===== src/rtl/alu_issue_pkg.sv =====
// Shared definitions for the ALU issue sequencer: MIPS funct codes, ALU control codes, FSM states.
// Optional feature macro: FUNC_ERR_EN (unknown-funct error reporting in alu_issue_seq).
package alu_issue_pkg;

  localparam logic [5:0] FUNCT_ADD = 6'd32;
  localparam logic [5:0] FUNCT_SUB = 6'd34;
  localparam logic [5:0] FUNCT_AND = 6'd36;
  localparam logic [5:0] FUNCT_OR  = 6'd37;
  localparam logic [5:0] FUNCT_NOR = 6'd39;
  localparam logic [5:0] FUNCT_SLT = 6'd42;

  localparam logic [3:0] ALU_AND = 4'd0;
  localparam logic [3:0] ALU_OR  = 4'd1;
  localparam logic [3:0] ALU_ADD = 4'd2;
  localparam logic [3:0] ALU_SUB = 4'd6;
  localparam logic [3:0] ALU_SLT = 4'd7;
  localparam logic [3:0] ALU_NOR = 4'd12;
  localparam logic [3:0] ALU_BAD = 4'd15;

  typedef enum logic [1:0] {
    ST_IDLE = 2'd0,
    ST_EXEC = 2'd1,
    ST_DONE = 2'd2
  } state_e;

endpackage


===== src/rtl/alu_func_decode.sv =====
// Combinational MIPS R-type funct to ALU control mapping; unrecognised funct yields ALU_BAD.
module alu_func_decode
  import alu_issue_pkg::*;
(
  input  logic [5:0] func,
  output logic [3:0] ctl
);

  always_comb begin
    ctl = ALU_BAD;
    case (func)
      FUNCT_ADD: ctl = ALU_ADD;
      FUNCT_SUB: ctl = ALU_SUB;
      FUNCT_AND: ctl = ALU_AND;
      FUNCT_OR:  ctl = ALU_OR;
      FUNCT_NOR: ctl = ALU_NOR;
      FUNCT_SLT: ctl = ALU_SLT;
      default:   ctl = ALU_BAD;
    endcase
  end

endmodule


===== src/rtl/alu_issue_seq.sv =====
// Issue sequencer: accepts one R-type op, drives an external ALU, returns the result on a handshake.
// Optional feature macro: FUNC_ERR_EN adds out_err and zeroes results of unknown funct codes.
module alu_issue_seq
  import alu_issue_pkg::*;
(
  input  logic        clk,
  input  logic        rst,
  input  logic        in_valid,
  output logic        in_ready,
  input  logic [5:0]  in_func,
  input  logic [31:0] in_a,
  input  logic [31:0] in_b,
  output logic [3:0]  alu_ctl,
  output logic [31:0] alu_a,
  output logic [31:0] alu_b,
  input  logic [31:0] alu_out,
  input  logic        alu_zero,
  output logic        out_valid,
  input  logic        out_ready,
  output logic [31:0] out_result,
  output logic        out_zero,
  output logic [15:0] op_count,
`ifdef FUNC_ERR_EN
  output logic        out_err,
`endif
  output state_e      state_dbg
);

  // Handshakes: a transfer happens on a rising edge where valid and ready are both 1;
  // valid never depends on ready, and in_ready may depend on out_ready (DONE pass-through).

  state_e      state;
  state_e      state_next;
  logic        accept;
  logic [3:0]  dec_ctl;
  logic [15:0] op_count_q;

  alu_func_decode u_decode (
    .func (in_func),
    .ctl  (dec_ctl)
  );

  always_comb begin
    state_next = state;
    in_ready   = 1'b0;
    out_valid  = 1'b0;
    accept     = 1'b0;
    case (state)
      ST_IDLE: begin
        in_ready = 1'b1;
        accept   = in_valid;
        if (in_valid) state_next = ST_EXEC;
      end
      ST_EXEC: begin
        state_next = ST_DONE;
      end
      ST_DONE: begin
        out_valid = 1'b1;
        in_ready  = out_ready;
        accept    = in_valid && out_ready;
        if (out_ready) state_next = in_valid ? ST_EXEC : ST_IDLE;
      end
      default: begin
        state_next = ST_IDLE;
      end
    endcase
  end

  always_ff @(posedge clk or posedge rst) begin
    if (rst) state <= ST_IDLE;
    else     state <= state_next;
  end

`ifdef FUNC_ERR_EN
  logic err_q;
  logic bad_op;

  assign bad_op  = (alu_ctl == ALU_BAD);
  assign out_err = err_q && (state == ST_DONE);
`endif

  always_ff @(posedge clk or posedge rst) begin
    if (rst) begin
      alu_ctl    <= 4'd0;
      alu_a      <= 32'd0;
      alu_b      <= 32'd0;
      out_result <= 32'd0;
      out_zero   <= 1'b0;
      op_count_q <= 16'd0;
`ifdef FUNC_ERR_EN
      err_q      <= 1'b0;
`endif
    end else begin
      if (accept) begin
        alu_ctl <= dec_ctl;
        alu_a   <= in_a;
        alu_b   <= in_b;
      end
      // The ALU settles during EXEC because its inputs were registered at acceptance.
      if (state == ST_EXEC) begin
`ifdef FUNC_ERR_EN
        out_result <= bad_op ? 32'd0 : alu_out;
        out_zero   <= bad_op ? 1'b0 : alu_zero;
        err_q      <= bad_op;
`else
        out_result <= alu_out;
        out_zero   <= alu_zero;
`endif
      end
      if (out_valid && out_ready) op_count_q <= op_count_q + 16'd1;
    end
  end

  assign op_count  = op_count_q;
  assign state_dbg = state;

endmodule


===== config.mk =====
export PLATFORM = sky130hd
export DESIGN_NAME = alu_issue_seq
export DESIGN_NICKNAME = d
export VERILOG_FILES = /design/src/rtl/alu_issue_pkg.sv /design/src/rtl/alu_func_decode.sv /design/src/rtl/alu_issue_seq.sv
export SDC_FILE = /design/constraint.sdc
export NUM_CORES = 1
export LEC_CHECK = 0
export BUFFER_PORTS_ARGS = -buffer_cell sky130_fd_sc_hd__buf_2
export CAP_MARGIN = 20
export CORE_MARGIN = 5
export CORE_UTILIZATION = 46
export DETAILED_ROUTE_END_ITERATION = 12
export GPL_TIMING_DRIVEN = 1
export PLACE_DENSITY = 0.8
export SYNTH_ARGS = -nofsm -noshare
export SYNTH_HDL_FRONTEND = slang
export SYNTH_SLANG_ARGS = --single-unit

===== constraint.sdc =====
create_clock -name clk -period 4.5 [get_ports clk]
set_input_delay 0.675 -clock clk [delete_from_list [all_inputs] [get_ports clk]]
set_output_delay 0.675 -clock clk [all_outputs]
set_load 0.05 [all_outputs]

==> impl_metrics.tcl <==
set metrics [dict create \
    setup_ws_ns 2.37 \
    tightest_slew_ns 0.905 \
    fp.dieW_um 110 \
    cap_violations 0 \
    numCtsBuffers 17 \
    setup_tns_ns 0 \
    worstSetupEndpointType "output pin" \
    leakagePower_nw 3.16 \
    cp_max_fo 7 \
    postCtsHoldBufs 0 \
    cts-htree-levels 4 \
    rsz0062_at_grt "no" \
    syn_area_per_cell_sq_um 15.7 \
    multi_input_area_sq_um 1520 \
    slew_headroom_pct 39.7 \
    path_class "reg2out" \
    initial_core_util_pct 47.1 \
    crit_end "out_valid" \
    required_ns 3.83 \
    ys_ff_latch 119 \
    drv_slew 0 \
    ir_drop_mv 0.372 \
    synthCells 294 \
    syn_to_final_growth_pct 39.0 \
    routedWlPerCell_um 16.1 \
    first_pass_iters 4 \
    nFillCells 768 \
    fin_crit_ns 2.13 \
    synth_area_sq_um 4610 \
    drtIter0Drc 86 \
    dpl_cell_area_sq_um 5840 \
    cts.repair.resized 0 \
    hold_path_class "in2async" \
    pwr_density_cell_nw_per_um2 731 \
    cts.sinks 119 \
    die_h_um 110 \
    fin_util_pct 65.5 \
    grt_start_max_net_pins 74 \
    final_common_cell "buf_2" \
    clkLatencyLatePin_ns 0.51 \
    synth_cell_type_count 25 \
    clock-root-buffer "clkbuf_8" \
    nNetsFinal 640 \
    placementRows 36 \
    place_worst_setup_slack_ns 2.10 \
    rrSetupSlack_ns 2.51 \
    vias 3224 \
    cts_setup_buffers 0 \
    wirelength_um 10900 \
    finalHoldViolations 0 \
    antenna_found_initial 0 \
    drive_gt1_share_pct 65.3 \
    grt_pass1_vias 3526 \
    setup_viol 0 \
    fp.dieArea_sq_um 12100 \
    portBuffers 227 \
    cts_tree "built" \
    n_antenna_cell 0 \
    ys_seq_area_share_pct 64.6 \
    vias_per_cell 4.76 \
    final_area_sq_um 6400 \
    coreArea_sq_um 9770 \
    worstPathArrival_ns 1.46 \
    grt.overflow.total 0 \
    fmax_mhz 469 \
    finalCritPeriodShare_pct 47.4 \
    hold_ws_ns 0.214 \
    start_kind "flop" \
    syn_nets 402 \
    clockBufferDepth 2 \
    clk_pin_slew_worst_paths_ns 0.05 \
    crit_path_start "state_dbg[1]" \
    reg2reg_depth 3 \
    track_usage_pct 18.5 \
    detail-route-antenna-nets 0 \
    regArea_sq_um 2980 \
    grt_pass1_wl_um 17000 \
    worstReg2RegStart "state_dbg[1]" \
    io_pins 228 \
    synth_warnings 0 \
    most-common-layout-cells "227 x buf_2, 119 x dfrtp_1, 92 x mux2_2, 16 x clkbuf_16, 13 x xnor2_1" \
    finClkSkew_ns 0.00872 \
    post-dp-hpwl_um 8130 \
    status "finished clean" \
    globalplace.congestion 0.749 \
    reg2reg_to "alu_a[25]" \
    drc 0 \
]
[area by class of cell]
type / count / area share (%)
Inverter: 5 / 0.332
Tap cell: 133 / 2.60
Timing Repair Buffer: 230 / 18.1
Clock inverter: 8 / 1.52
Multi-Input combinational cell: 159 / 23.7
Clock buffer: 23 / 7.29
Sequential cell: 119 / 46.5
[sequential cells by signal (all words and copies together) (netlist names)]
| signal | cells |
|---|---|
| alu_a | 32 |
| alu_b | 32 |
| out_result | 32 |
| op_count | 16 |
| alu_ctl | 4 |
| state_dbg | 2 |
| out_zero | 1 |
[synth_stat cells (all sizes together)]
| master | n | area, sq um |
|---|---|---|
| a21oi | 3 | 15.0 |
| and4 | 2 | 17.5 |
| nand4 | 2 | 12.5 |
| mux2 | 98 | 1100 |
| nand3 | 4 | 20.0 |
| nand2 | 8 | 30.0 |
| a211oi | 1 | 20.0 |
| inv | 5 | 18.8 |
| nor2b | 1 | 6.26 |
| nand4b | 1 | 8.76 |
| nand3b | 1 | 7.51 |
| and3 | 3 | 18.8 |
| a41oi | 1 | 8.76 |
| ha | 1 | 12.5 |
| a31oi | 3 | 18.8 |
| xor2 | 3 | 26.3 |
| nor2 | 9 | 33.8 |
| xnor2 | 13 | 114 |
| nor3 | 1 | 10.0 |
| a21bo | 1 | 10.0 |
| dfrtp | 119 | 2980 |
| buf | 11 | 98.9 |
| nand2b | 3 | 18.8 |
[per-layer routing]
layer	part of all wire (%)	track usage [%]	vias to the layer above	wire length [um]
li1	-	-	1508	-
met1	36	20.3	1551	3970
met2	52	31.5	148	5690
met3	9.2	7.45	17	1000
met4	2.4	8.36	0	267
met5	0	0	-	0
[critical path: stages (launching register included)]
cell and delay (ns):
dfrtp_1 0.46, nor2b_1 0.19, buf_2 0.30
[worst min path at each step]
stage | to | slack [ns] | cells past startpoint
after global placement | op_count[15] | 0.46 | 1
final | alu_b[31] | 0.21 | 2
after floorplan | alu_ctl[0] | 0.78 | 2
after global routing | alu_a[20] | 0.24 | 2
after CTS | alu_b[31] | 0.20 | 2
after detailed placement | op_count[15] | 0.46 | 1
[cell families after synthesis]
kind of cell,synth area share (%)
flip-flops,64.6
multiplexers,23.9
AND/OR/NAND/NOR,3.99
XOR/XNOR,3.04
buffers and inverters,2.55
AO/OA/AOI/OAI,1.57
adder cells (fa/ha/maj),0.271
[stage by stage]
step	power (mW)	cells
after floorplan	2.98	294
after global placement	3.40	646
after detailed placement	3.45	646
after CTS	4.74	677
after global routing	4.89	677
final	4.68	677
[report_power, final]
part           switching [mW]  leakage, nW  internal (mW)
registers               0.159         1.41           1.37
logic                    1.39         1.48          0.493
clock network           0.448        0.270          0.824
No activity file was read; power rests on OpenSTA's default activity.
